===== config.mk =====
export PLATFORM = sky130hd
export DESIGN_NAME = me_window_loader
export DESIGN_NICKNAME = d
export VERILOG_FILES = /design/src/rtl/me_pkg.sv /design/src/rtl/me_window_loader.sv
export SDC_FILE = /design/constraint.sdc
export NUM_CORES = 1
export LEC_CHECK = 0
export BUFFER_PORTS_ARGS = -buffer_cell sky130_fd_sc_hd__buf_2
export CAP_MARGIN = 15
export CORE_ASPECT_RATIO = 1.25
export CORE_MARGIN = 2
export CORE_UTILIZATION = 56
export CTS_CLUSTER_SIZE = 30
export DETAILED_ROUTE_END_ITERATION = 16
export PLACE_DENSITY = 0.89
export SYNTH_ARGS = -nofsm -noshare
export SYNTH_HDL_FRONTEND = slang
export SYNTH_SLANG_ARGS = --single-unit

===== constraint.sdc =====
create_clock -name clock -period 3.9 [get_ports clock]
set_clock_uncertainty 0.1 [all_clocks]
set_input_delay 0.78 -clock clock [delete_from_list [all_inputs] [get_ports clock]]
set_output_delay 0.78 -clock clock [all_outputs]
set_load 0.01 [all_outputs]

===== src/rtl/me_pkg.sv =====
// Dimensions, FSM encoding and framing helper shared by the window loader and the
// motion-estimator control unit.
package me_pkg;

  localparam int PIXEL_W     = 8;
  localparam int R_DIM       = 16;
  localparam int S_DIM       = 32;
  localparam int R_PIXELS    = R_DIM * R_DIM;
  localparam int S_PIXELS    = S_DIM * S_DIM;
  localparam int TOTAL_BEATS = R_PIXELS + S_PIXELS;

  typedef logic [2:0] loader_state_t;

  localparam loader_state_t ST_IDLE   = 3'd0;
  localparam loader_state_t ST_LOAD_R = 3'd1;
  localparam loader_state_t ST_LOAD_S = 3'd2;
  localparam loader_state_t ST_RUN    = 3'd3;
  localparam loader_state_t ST_DONE   = 3'd4;

  // A beat is mis-framed when pix_last disagrees with whether it is the final beat.
  function automatic logic framing_err(input logic final_beat, input logic last);
    return final_beat ^ last;
  endfunction

endpackage


===== src/rtl/me_window_loader.sv =====
// Streams 256 reference pixels then 1024 search-window pixels into the R/S memories,
// then holds start to the control unit until completed returns.
module me_window_loader #(
  parameter int PIXEL_W = 8,
  parameter int R_DIM   = 16,
  parameter int S_DIM   = 32
) (
  input  logic               clock,
  input  logic               reset_n,
  input  logic               go,
  input  logic               pix_valid,
  output logic               pix_ready,
  input  logic [PIXEL_W-1:0] pix_data,
  input  logic               pix_last,
  output logic               r_we,
  output logic [7:0]         r_addr,
  output logic [PIXEL_W-1:0] r_wdata,
  output logic               s_we,
  output logic [9:0]         s_addr,
  output logic [PIXEL_W-1:0] s_wdata,
  output logic               start,
  input  logic               completed,
  output logic               busy,
  output logic               done,
  output logic               load_err
);
  import me_pkg::*;

  localparam int          RP    = R_DIM * R_DIM;
  localparam int          TB    = RP + S_DIM * S_DIM;
  localparam logic [10:0] R_END = 11'(RP - 1);
  localparam logic [10:0] S_END = 11'(TB - 1);

  loader_state_t state, state_nx;
  logic [10:0]   cnt;
  logic          hs, final_beat, bad_frame, go_ok;
  logic          wr_r_p0, wr_s_p0;

  assign pix_ready  = (state == ST_LOAD_R) || (state == ST_LOAD_S);
  assign hs         = pix_valid && pix_ready;
  assign final_beat = (state == ST_LOAD_S) && (cnt == S_END);
  assign bad_frame  = hs && framing_err(final_beat, pix_last);
  assign go_ok      = (state == ST_IDLE) && go;
  assign busy       = (state != ST_IDLE);
  assign done       = (state == ST_DONE);
  assign wr_r_p0    = hs && (state == ST_LOAD_R);
  assign wr_s_p0    = hs && (state == ST_LOAD_S);

  always_comb begin
    state_nx = state;
    case (state)
      ST_IDLE:   if (go) state_nx = ST_LOAD_R;
      ST_LOAD_R: begin
        if (bad_frame)                state_nx = ST_IDLE;
        else if (hs && cnt == R_END)  state_nx = ST_LOAD_S;
      end
      ST_LOAD_S: begin
        if (bad_frame)                state_nx = ST_IDLE;
        else if (hs && final_beat)    state_nx = ST_RUN;
      end
      // completed only counts once start has actually been presented
      ST_RUN:    if (completed && start) state_nx = ST_DONE;
      ST_DONE:   state_nx = ST_IDLE;
      default:   state_nx = ST_IDLE;
    endcase
  end

  always_ff @(posedge clock or negedge reset_n) begin
    if (!reset_n) begin
      state    <= ST_IDLE;
      cnt      <= '0;
      load_err <= 1'b0;
      start    <= 1'b0;
    end else begin
      state <= state_nx;
      if (go_ok)    cnt <= '0;
      else if (hs)  cnt <= cnt + 11'd1;
      if (go_ok)          load_err <= 1'b0;
      else if (bad_frame) load_err <= 1'b1;
      // one RUN cycle with start low lets the final write land first
      start <= (state == ST_RUN) && !(completed && start);
    end
  end

  // Stage p0 -> p1: registered memory write ports
  always_ff @(posedge clock or negedge reset_n) begin
    if (!reset_n) begin
      r_we    <= 1'b0;
      r_addr  <= '0;
      r_wdata <= '0;
      s_we    <= 1'b0;
      s_addr  <= '0;
      s_wdata <= '0;
    end else begin
      r_we <= wr_r_p0;
      s_we <= wr_s_p0;
      if (wr_r_p0) begin
        r_addr  <= cnt[7:0];
        r_wdata <= pix_data;
      end
      if (wr_s_p0) begin
        s_addr  <= cnt[9:0] - 10'(RP);
        s_wdata <= pix_data;
      end
    end
  end

endmodule


# Word level (Yosys, flattened, before mapping)
# Index checks and enable logic that the tools add are counted.
[word_totals] latch_bits=0 mem_count=0 output_inout_bits=41 mem_bits_ro=0 input_bits=14 regBits=52 ram_bits=0
[op_classes] mux=11 reduce_logical=17 n_mul=0 bitwise_logic=1 add_sub_neg=2 n_shift=0 n_eq_ne=10 n_div=0 magnitude_cmp=0
[ops] operator="11-bit two-way mux" n=2
[ops] operator="3-bit two-way mux" n=6
[ops] operator="3-bit case mux with 4 select lines" n=1
[ops] operator="11-bit by 1-bit adder with 11-bit output, second input constant" n=1
[ops] operator="11-bit == test, second input constant" n=1
[ops] operator="11-bit by 8-bit == test with 1-bit output, second input constant" n=1
[ops] operator="1-bit logical AND" n=10
[ops] operator="10-bit by 9-bit subtractor with 10-bit output, second input constant" n=1
[ops] operator="3-bit by 2-bit == test with 1-bit output, second input constant" n=2
[ops] operator="3-bit by 2-bit inequality test with 1-bit output, second input constant" n=2
[ops] operator="2-bit inequality test, second input constant" n=2
[ops] operator="4-bit AND reduction" n=1
[ops] operator="2-bit nonzero test" n=2
[ops] operator="3-bit by 1-bit == test with 1-bit output, second input constant" n=1
[ops] operator="3-bit == test, second input constant" n=1
[ops] operator="3-bit zero test" n=1
[ops] operator="3-bit nonzero test" n=1
[ops] operator="1-bit two-way mux" n=2
[ops] operator="1-bit zero test" n=1
[ops] operator="1-bit logical OR" n=1
[ops] operator="1-bit bitwise XOR" n=1

# Logic depth before layout (Yosys ltp)
# Gate-level depths: netlist (run 1).
[depth] word_depth=7 depth_mapped=7 ltp_nobuf=7

# Worst setup path after synthesis (run 1)
# Ideal clock, no wire load.
[synth_path] path_kind="input port to flip-flop" start="input port pix_valid" end="register cnt[6]" cell_stages=5 arrival_time_ns=1.874 path_slack_ns=1.848 setup_time_ns=0.078 n_path_buf=1 path_cell_list="nand2b_1 -> or4b_1 -> buf_2 -> or3_1 -> a21oi_1"
[synth_between] elab_chain_cells=2
[synth_lines] item="start, declared" line="me_window_loader.sv:11" text="input logic pix_valid,"
[synth_lines] item="1-bit logical AND" line="me_window_loader.sv:40" text="assign hs = pix_valid && pix_ready;"
[synth_lines] item="2-bit nonzero test (no line)"
[synth_lines] item="end signal, assigned" line="me_window_loader.sv:77" text="else if (hs) cnt <= cnt + 11'd1;"
[synth_lines] item="end, declared" line="me_window_loader.sv:35" text="logic [10:0] cnt;"
# Every way passes these cells.
# A chain may end at the register's enable or synchronous reset.

# Worst setup path after layout (run 1)
[layout_path] start="register state[0]" end="output port busy"
[layout_between] elab_chain_cells=1
[layout_lines] item="start, declared" line="me_window_loader.sv:34" text="loader_state_t state, state_nx;"
[layout_lines] item="start signal, assigned" line="me_window_loader.sv:75" text="state <= state_nx;"
[layout_lines] item="3-bit nonzero test" line="me_window_loader.sv:44" text="assign busy = (state != ST_IDLE);"
[layout_lines] item="end, declared" line="me_window_loader.sv:23" text="output logic busy,"
# Every way passes these cells.

==> impl_results.md, run 1 <==
- Yosys warns: 0
- CP max stage delay: between 400 and 500 ps
- Hold slack: ~220 ps
- Cts repair resizes: 0
- Core Area: 3820 um2
- Wire per inst: 12.9 um
- Die area: 4560 um2
- Maximum VDD drop: around 0.27 mV
- Reg power frac: 0.521
- Syn-to-layout area delta: 18.0%
- Post-CTS setup buffer count: 0
- Netlist cell types: 37
- Final Slew Violations: 0
- Starting Density: 0.592
- Required @ worst endpoint: between 3000 and 4000 ps
- GP Congestion: just under 0.8
- Status: finished clean
- Setup TNS: 0 ps
- First-pass GRT wire length: 6.93 mm
- Leak: 1.40 nW
- I/O Pins: 55
- Pwr dens: 493 nW/um2
- Clk pwr share: 0.230
- Antenna Cells: 0
- Largest net degree at the start of global routing: 53
- Max Cap Viol: 0
- Fillers: 310
- Fin. Hold Viols: 0
- IO Port Bufs: 54
- Share of cells above drive strength 1: 0.302
- Gr usage total: 0.202
- Cell Area, Synth: 2260 um2
- Worst Max-Slew Pin Slew: 838 ps
- Vias per cell: 5.09
- Final net count: 284
- Asr flop ratio synth: 1.00
- Vias: approximately 1600
- Gate Count Post-Synth: between 200 and 250
- DRT iter0 DRCs: 60
- Num CTS Buffers: 5
- RSZ-0062 raised after global routing: no
- Internal power: a little over 0.9 mW
- Die extent in x: 60.8 um
- CP arrival: 1310 ps
- Fmax: between 400 and 500 MHz
- Logic pwr share: 0.250
- WL final: 4.15 mm
- Initial antenna violation count: 0
- Startpoint type of the worst setup path: flop
- Hold Buf Count CTS: 0
- # setup viols final: 0
- Top FF cell, synth: dfrtp_1
- Register area share after synthesis: 0.576
- Worst hold path type: in -> async
- Vias in the first global route: 1557
- Fin crit period: 2190 ps
- Clock tree sinks: 52
- Residual DRC: 0
- Seq cells post-synth: between 50 and 60
- Slew HR: 0.442
- DP Wirelength: 2.89 mm
- Synth Net Count: 231
- Detail Route Antenna Nets: 0
- Number of synthesized flops with an enable pin: 0
- H-tree Lvls: 2
- Worst-path clk slew: 90 ps
- Sw Share: 0.292
- Die height: 75 um
- Final Cycle Share: 0.562
- CP Cell Sequence: nor3_1, inv_1, buf_2
- CTS root buffer: clkbuf_8
- Max Root-Sink Buffers: 2
- Slowest CP cell: dfrtp_1
- DRT Pass-1 Iters: 4
- Grt ovf: 0
- Std cell rows: 25
- Setup crit end kind: output pin
- Worst Path Class, Setup: reg -> out
- P_sw: 0.384 mW
- Latest clock arrival within the worst-skew pair: between 200 and 300 ps
- CP Max Fanout: 9
- Avg Inst Size Synth: around 11 um2
- CTS tree: yes
[placed cells by master, fill, tap and decap left out, types with 3 or more instances in the layout]
cell      netlist  layout
o21ai_0         6       6
dfrtp_1        52      52
nor3b_1         3       3
nor3_1          3       3
nand2_1        57      57
ha_1            3       3
inv_1           5       5
and2_1          3       3
buf_2           3      54
clkbuf_8        0       6
nor2_1         13      13
xnor2_1         4       4
mux2_2         16      16
xor2_1          6       6
nand3_1         6       6
a21oi_1         3       3
[routing by layer]
layer	vias to the layer above	routed length, um	GRT usage
li1	808	-	-
met4	0	26	0.0652
met5	-	0	0
met3	2	110	0.0309
met2	28	2200	0.352
met1	802	1810	0.255
[power groups by stage]
stage | clock [mW] | sequential (mW) | combinational, mW
6_report | 0.302 | 0.684 | 0.328
5_1_grt | 0.334 | 0.697 | 0.366
4_1_cts | 0.316 | 0.683 | 0.330
3_5_place_dp | 0 | 0.695 | 0.328
3_3_place_gp | 0 | 0.692 | 0.321
2_1_floorplan | 0 | 0.711 | 0.199
[flip-flops by register name (all words and copies together), names as in the netlist]
register	cells
r_wdata	8
r_addr	8
s_we	1
r_we	1
cnt	11
s_addr	10
s_wdata	8
load_err	1
state	3
start	1
[Yosys cell counts (4+ instances only)]
| cell type | count | share of area |
|---|---|---|
| clkbuf_1 | 4 | 0.0066 |
| dfrtp_1 | 52 | 0.58 |
| inv_1 | 5 | 0.0083 |
| mux2_2 | 16 | 0.080 |
| nand2_1 | 57 | 0.095 |
| nand3_1 | 6 | 0.013 |
| nor2_1 | 13 | 0.022 |
| o21ai_0 | 6 | 0.013 |
| xnor2_1 | 4 | 0.016 |
| xor2_1 | 6 | 0.023 |
[layout make-up]
| type | count | area, um2 | share of cell area |
|---|---|---|---|
| sequential | 52 | 1300 | 0.488 |
| multi-input combinational | 146 | 882 | 0.331 |
| timing repair buffer | 56 | 298 | 0.112 |
| clock buffer | 7 | 86.3 | 0.0324 |
| tap | 54 | 67.6 | 0.0254 |
| inverter | 6 | 22.5 | 0.00845 |
| clock inverter | 1 | 7.51 | 0.00282 |
[worst max-delay path: cells and delay by family, from the launching register on]
| family | cells | cell delay, ps |
|---|---|---|
| buffers and inverters | 2 | 200 |
| flip-flops | 1 | 490 |
| AND/OR/NAND/NOR | 1 | 340 |
[metrics by stage]
step	utilization	worst slack (ps)	instance area [um2]	power, mW	cells
final	0.698	1710	2670	1.31	322
after global routing	0.698	1590	2670	1.40	322
after CTS	0.693	1680	2650	1.33	321
after detailed placement	0.669	1590	2550	1.02	313
after global placement	0.669	1620	2550	1.01	313
after floorplan	-	1850	2260	0.910	214
[cell families after synthesis]
group,synth area share
AND/OR/NAND/NOR,0.202
flip-flops,0.576
multiplexers,0.0886
buffers and inverters,0.0332
AO/OA/AOI/OAI,0.0377
XOR/XNOR,0.0460
adder cells (fa/ha/maj),0.0166
[path summary, 6_finish.rpt]
kind / from / to / slack, ps / cells past startpoint
max in group asynchronous: reset_n / state[0]$_DFFE_PN0P_ / 3000 / 2
hold reg to reg: s_wdata[1]$_DFFE_PN0P_ / s_wdata[1]$_DFFE_PN0P_ / 370 / 2
min in group clock: s_wdata[1]$_DFFE_PN0P_ / s_wdata[1]$_DFFE_PN0P_ / 370 / 2
hold / removal: reset_n / r_addr[1]$_DFFE_PN0P_ / 220 / 1
setup reg to reg: state[0]$_DFFE_PN0P_ / r_wdata[0]$_DFFE_PN0P_ / 1730 / 3
setup / recovery: state[0]$_DFFE_PN0P_ / busy / 1710 / 3
Note: power is estimated with default switching activity, not from simulation.
==> inputs of run 2 (changes only) <==
--- a/config.mk
+++ b/config.mk
@@ -9,10 +9,10 @@
 export CAP_MARGIN = 15
 export CORE_ASPECT_RATIO = 1.25
 export CORE_MARGIN = 2
-export CORE_UTILIZATION = 56
+export CORE_UTILIZATION = 52
 export CTS_CLUSTER_SIZE = 30
 export DETAILED_ROUTE_END_ITERATION = 16
-export PLACE_DENSITY = 0.89
+export PLACE_DENSITY = 0.84
 export SYNTH_ARGS = -nofsm -noshare
 export SYNTH_HDL_FRONTEND = slang
 export SYNTH_SLANG_ARGS = --single-unit
==> constraint.sdc (replaced) <==
create_clock -name clock -period 2.1 [get_ports clock]
set_clock_uncertainty 0.1 [all_clocks]
set_input_delay 0.42 -clock clock [delete_from_list [all_inputs] [get_ports clock]]
set_output_delay 0.42 -clock clock [all_outputs]
set_load 0.01 [all_outputs]
==> run 2 against run 1 <==
Compared with the run above: non-clock buffer count up 4; register-to-register slack worse by 1600 ps; count of clock-buffer cells in the layout fell by 1; sequential cell count did not move; worst hold slack worse by 220 ps; cell count increased by 1.9%; critical path depth grew 1; setup slack got worse by 1500 ps.
==> impl_results.md, run 2 (synthesis gave the netlist of run 1 again) <==
- Std cell rows: 26 (+4.0%)
- Worst setup path end: cnt[6]$_DFFE_PN0P_
- H-tree Lvls: 2 (unchanged)
- Status: finished clean
- Largest net degree at the start of global routing: 28 (-47%)
- DRT Pass-1 Iters: 4 (unchanged)
- # setup viols final: 0 (unchanged)
- Num CTS Buffers: 5 (unchanged)
- Sw Share: 0.293 (about the same)
- Post-layout util: 0.660 (-0.0385)
- Maximum VDD drop: 0.581 mV (+120%)
- CP Max Fanout: 8 (-1)
- Most common cell after layout, fill and taps aside: nand2_1
- Reg power frac: 0.492 (-0.029)
- Internal reg-to-reg setup slack: 170 ps (-1560 ps)
- Max Root-Sink Buffers: 2 (unchanged)
- Dpl cells: 320 (+2.2%)
- Core Area: 4130 um2 (+8.3%)
- First-pass GRT wire length: 7.77 mm (+12%)
- Leading cell types in the layout, fill and taps excluded: nand2_1 (57), buf_2 (54), dfrtp_1 (50)
- Antenna Cells: 0 (unchanged)
- Worst Max-Slew Pin Slew: 595 ps (-242 ps)
- Latest clock arrival within the worst-skew pair: 310 ps (+20 ps)
- Worst Path Class, Setup: reg -> reg
- Leak: 1.43 nW (+2.4%)
- Post-CTS setup buffer count: 0 (unchanged)
- Max Cap Viol: 0 (unchanged)
- Worst hold path type: in -> async
- CP Cell Sequence: nand2b_1, or4b_4, or3_1, a21oi_1
- DRT iter0 DRCs: 54 (-10%)
- Die extent in x: 62.9 um (+3.5%)
- Final Slew Violations: 0 (unchanged)
- Multi-input logic area: 891 um2 (+0.99%)
- Vias in the first global route: 1633 (+4.9%)
- Hold Buf Count CTS: 0 (unchanged)
- Die height: 77.7 um (+3.6%)
- Clock tree sinks: 52 (unchanged)
- Gr usage total: 0.204 (+0.00237)
- Internal power: 1.85 mW (+99%)
- Syn-to-layout area delta: 20.7%
- Grt ovf: 0 (unchanged)
- Top reg by flops: cnt
- Worst-path clk slew: 90 ps (about the same)
- Fin crit period: 1930 ps
- Logic pwr share: 0.248 (-0.002)
- GP Congestion: 0.897 (+15%)
- I/O Pins: 55 (unchanged)
- Vias per cell: 5.14 (+0.98%)
- IO Port Bufs: 54 (unchanged)
- Worst r2r path cells: 4 (+1)
- Fmax: 519 MHz
- RSZ-0062 raised after global routing: no
- Die area: 4890 um2 (+7.2%)
- P_sw: 0.764 mW (+99%)
- CP max stage delay: 540 ps (+50 ps)
- Slowest CP cell: or4b_4
- Initial antenna violation count: 0 (unchanged)
- Critical path origin: state[2]$_DFFE_PN0P_
- Residual DRC: 0 (unchanged)
- Max FFs per register: 11 (unchanged)
- Wire per inst: 13.8 um (+7.4%)
- Slew HR: 0.603 (+0.162)
- Clk pwr share: 0.260 (+0.030)
- Final net count: 288 (+1.4%)
- Total Power: 2.61 mW (+99%)
- Detail Route Antenna Nets: 0 (unchanged)
- Cts repair resizes: 0 (unchanged)
- Finished Layout Cells: 328 (+1.9%)
- Fillers: 345 (+11%)
- CP arrival: 2050 ps (+740 ps)
- Reg2reg end: cnt[6]$_DFFE_PN0P_
- Share of cells above drive strength 1: 0.327 (+0.0250)
- Startpoint type of the worst setup path: flop
- Fin. Hold Viols: 0 (unchanged)
- DP Wirelength: 3.11 mm (+7.4%)
- Pwr dens: 957 nW/um2 (+94%)
- FF/Latch Area: 1300 um2 (+0.19%)
- Setup crit end kind: flop
- Required @ worst endpoint: 2220 ps (-800 ps)
- Starting Density: 0.547 (-0.0452)
- WL final: 4.53 mm (+9.4%)
- CTS tree: yes
- Setup TNS: 0 ps (unchanged)
- Final Cycle Share: 0.918
- RR Startpoint: state[2]$_DFFE_PN0P_
- Vias: 1687 (+2.9%)
- Top Registers: cnt (11), s_addr (10)
- CTS root buffer: clkbuf_8
[run 2: cell count changes in the layout (fill, tap and decap cells not counted), sizes merged]
cell      before  now
clkinvlp       1    0
bufinv         0    1
buf           56   60
clkbuf         7    6
inv            5    6
[run 2: how the worst min path moves through the flow]
stage                 start                endpoint  slack, ps  cells past startpoint
detailed placement  reset_n  r_wdata[1]$_DFFE_PN0P_        350                      1
floorplan           reset_n      cnt[0]$_DFFE_PN0P_         20                      0
global route        reset_n  r_wdata[1]$_DFFE_PN0P_         40                      1
finish              reset_n  r_wdata[1]$_DFFE_PN0P_          6                      1
global placement    reset_n  r_wdata[1]$_DFFE_PN0P_        350                      1
CTS                 reset_n  r_wdata[1]$_DFFE_PN0P_          8                      1
[run 2: cell type report]
| type | count | area share |
|---|---|---|
| repair buffers | 60 | 0.120 |
| multi-input cells | 146 | 0.327 |
| well taps | 56 | 0.0257 |
| flip-flops and latches | 52 | 0.478 |
| clock inverters | 2 | 0.0142 |
| inverters | 6 | 0.00826 |
| clock buffers | 6 | 0.0266 |
[run 2: power by group through the flow]
stage               Combinational [mW]  Sequential [mW]  Clock, mW
finish                           0.647             1.28      0.679
global route                     0.716             1.31      0.736
CTS                              0.657             1.28      0.700
detailed placement               0.649             1.29          0
global placement                 0.639             1.28          0
floorplan                        0.370             1.32          0
[run 2: metal layers]
layer  wire [um]  GRT usage  vias up  part of all wire
li1            -          -      824                 -
met1        1960      0.250      810              0.43
met2        2270      0.337       44              0.50
met3         224     0.0464        9             0.049
met4          83      0.102        0             0.018
met5           0          0        -                 0
[run 2: stage by stage]
stage | setup WS, ps | cell area [um2] | hold WS (ps)
detailed placement | 118 | 2600 | 352
global route | 50.4 | 2730 | 42.8
global placement | 193 | 2600 | 351
floorplan | 212 | 2260 | 24.4
CTS | 63.1 | 2720 | 7.62
finish | 173 | 2730 | 6.20
[run 2: critical path: cells and delay by family, from the launching register on]
kind            cells  cell delay (ps)
compound gates      1              170
simple gates        3             1100
flops               1              480
==> inputs of run 3 (changes only) <==
--- a/config.mk
+++ b/config.mk
@@ -12,6 +12,7 @@
 export CORE_UTILIZATION = 52
 export CTS_CLUSTER_SIZE = 30
 export DETAILED_ROUTE_END_ITERATION = 16
+export GPL_ROUTABILITY_DRIVEN = 0
 export PLACE_DENSITY = 0.84
 export SYNTH_ARGS = -nofsm -noshare
 export SYNTH_HDL_FRONTEND = slang
==> constraint.sdc (replaced) <==
create_clock -name clock -period 2 [get_ports clock]
set_clock_uncertainty 0.1 [all_clocks]
set_input_delay 0.4 -clock clock [delete_from_list [all_inputs] [get_ports clock]]
set_output_delay 0.4 -clock clock [all_outputs]
set_load 0.01 [all_outputs]
==> run 3 against run 2 <==
Compared with the run above: via count is 3.7% higher; maximum frequency rose by 1.9%; non-clock buffer count grew 7; final area rose by 0.83%; cell count up 1.8%; routed wire length is 0.68% lower; sequential power about the same; critical path depth rose by 1; utilization up 0.55 points; critical endpoint unchanged.
==> impl_results.md, run 3 (synthesis gave the netlist of run 1 again) <==
- RSZ-0062 raised after global routing: no
- Gr usage total: 0.199 (-0.00514)
- Setup crit end kind: flop
- Final net count: 295 (+2.4%)
- Logic pwr share: 0.279 (+0.031)
- Antenna Cells: 0 (unchanged)
- Grt ovf: 0 (unchanged)
- Pwr dens: 948 nW/um2 (-0.94%)
- Final Slew Violations: 0 (unchanged)
- Setup TNS: 0 ps (unchanged)
- Leak: 1.45 nW (+1.4%)
- H-tree Lvls: 2 (unchanged)
- P_sw: 0.797 mW (+4.3%)
- Reg2reg end: cnt[6]$_DFFE_PN0P_
- Num CTS Buffers: 5 (unchanged)
- Internal power: 1.81 mW (-1.9%)
- Vias per cell: 5.24 (+1.8%)
- Buffers plus inverters on the worst setup path: 0 (unchanged)
- IO Port Bufs: 54 (unchanged)
- CP arrival: 2020 ps (-30 ps)
- Max FFs per register: 11 (unchanged)
- Finished Layout Cells: 334 (+1.8%)
- Final Cycle Share: 0.946 (+0.0283)
- Largest net degree at the start of global routing: 53 (+89%)
- I/O Pins: 55 (unchanged)
- Vias: 1749 (+3.7%)
- Most common cell after layout, fill and taps aside: nand2_1
- Residual DRC: 0 (unchanged)
- Syn-to-layout area delta: 21.7%
- Maximum VDD drop: 0.594 mV (+2.2%)
- Required @ worst endpoint: 2120 ps (-100 ps)
- First-pass GRT wire length: 7.53 mm (-3.0%)
- RR Startpoint: cnt[1]$_DFFE_PN0P_
- Top Registers: cnt (11), s_addr (10)
- Die area: 4890 um2 (unchanged)
- Leading cell types in the layout, fill and taps excluded: nand2_1 (57), buf_2 (54), dfrtp_1 (52)
- Latest clock arrival within the worst-skew pair: 300 ps (about the same)
- Die height: 77.7 um (unchanged)
- Share of cells above drive strength 1: 0.335 (+0.00733)
- Worst setup path end: cnt[6]$_DFFE_PN0P_
- DRT Pass-1 Iters: 4 (unchanged)
- Startpoint type of the worst setup path: flop
- DRT iter0 DRCs: 95 (+76%)
- Internal reg-to-reg setup slack: 110 ps (-60 ps)
- Slew HR: 0.658 (+0.0550)
- Hold slack: 183 ps (+176 ps)
- WP depth: 5 (+1)
- Worst Max-Slew Pin Slew: 510 ps (-85.7 ps)
- WL final: 4.50 mm (-0.68%)
- Max Cap Viol: 0 (unchanged)
- Placed instance area: 2650 um2 (+1.7%)
- Core Area: 4130 um2 (unchanged)
- Reg power frac: 0.502 (+0.010)
- Status: finished clean
- Post-layout util: 0.665 (+0.00545)
- Starting Density: 0.547 (unchanged)
- Hold Crit Depth: 2
- Worst hold path type: in -> reg
- DP Wirelength: 3.22 mm (+3.7%)
- CP Cell Sequence: ha_1, nand2_1, or4b_4, or3_1, a21oi_1
- Fin crit period: 1890 ps (-35.1 ps)
- Max Root-Sink Buffers: 2 (unchanged)
- Design area: 2750 um2 (+0.83%)
- Vias in the first global route: 1576 (-3.5%)
- Dpl cells: 326 (+1.9%)
- Critical path origin: cnt[1]$_DFFE_PN0P_
- CP max stage delay: 560 ps (+20 ps)
- Initial antenna violation count: 0 (unchanged)
- Die extent in x: 62.9 um (unchanged)
- Fmax: 529 MHz (+1.9%)
- Clock tree sinks: 52 (unchanged)
- Wire per inst: 13.5 um (-2.5%)
- Largest delay share family, worst path: simple AND/OR/NAND/NOR gates
- Worst-path clk slew: 90 ps (about the same)
- Sw Share: 0.306 (+0.0129)
- Worst Path Class, Setup: reg -> reg
- CP Max Fanout: 6 (-2)
- Detail Route Antenna Nets: 0 (unchanged)
- Std cell rows: 26 (unchanged)
- Post-CTS setup buffer count: 0 (unchanged)
- Clk pwr share: 0.219 (-0.041)
- Top reg by flops: cnt
- Fin. Hold Viols: 0 (unchanged)
- Worst r2r path cells: 5 (+1)
- Multi-input logic area: 891 um2 (unchanged)
- CTS root buffer: clkbuf_8
- Fillers: 334 (-3.2%)
- CTS tree: yes
- # setup viols final: 0 (unchanged)
- Slowest CP cell: or4b_4
- FF/Latch Area: 1300 um2 (-0.19%)
## run 3: stage by stage
step / worst slack [ps] / power, mW
final: 108 / 2.61
after global routing: 6.95 / 2.76
after CTS: 43.5 / 2.63
after detailed placement: 53.6 / 2.06
after global placement: 154 / 2.04
after floorplan: 112 / 1.78
## run 3: metal layers
| layer | part of all wire | global-route usage | up-vias |
|---|---|---|---|
| met4 | 0.014 | 0.0867 | 0 |
| met1 | 0.44 | 0.260 | 861 |
| li1 | - | - | 831 |
| met3 | 0.040 | 0.0464 | 8 |
| met2 | 0.51 | 0.317 | 49 |
| met5 | 0 | 0 | - |
## run 3: final cells by class
class                           count  share of cell area
Sequential cell                    52               0.473
Timing Repair Buffer               67               0.139
Clock buffer                        5              0.0250
Tap cell                           56              0.0255
Clock inverter                      2             0.00455
Inverter                            6             0.00819
Multi-Input combinational cell    146               0.324
## run 3: power by group through the flow
stage | clock (mW) | sequential (mW) | combinational (mW)
floorplan | 0 | 1.39 | 0.389
global placement | 0 | 1.32 | 0.722
detailed placement | 0 | 1.33 | 0.728
CTS | 0.583 | 1.31 | 0.732
global route | 0.631 | 1.33 | 0.792
finish | 0.571 | 1.31 | 0.727
## run 3: repair_timing
item,in CTS,in global routing
hold buffers,1,0
hold endpoints to repair,52,0
gates resized for setup,0,2
endpoints found under the setup margin,0,3
## run 3: worst min path at each step
stage,end,slack (ps),start
global route,load_err$_DFFE_PN0P_,180,go
detailed placement,r_wdata[1]$_DFFE_PN0P_,310,reset_n
global placement,r_wdata[1]$_DFFE_PN0P_,310,reset_n
floorplan,cnt[0]$_DFFE_PN0P_,4,reset_n
CTS,load_err$_DFFE_PN0P_,180,go
finish,load_err$_DFFE_PN0P_,180,go
## run 3: worst reg2reg max path, stage by stage (launching register included)
cell	delay, ps
dfrtp_1	430
ha_1	200
nand2_1	60
or4b_4	560
or3_1	330
a21oi_1	150
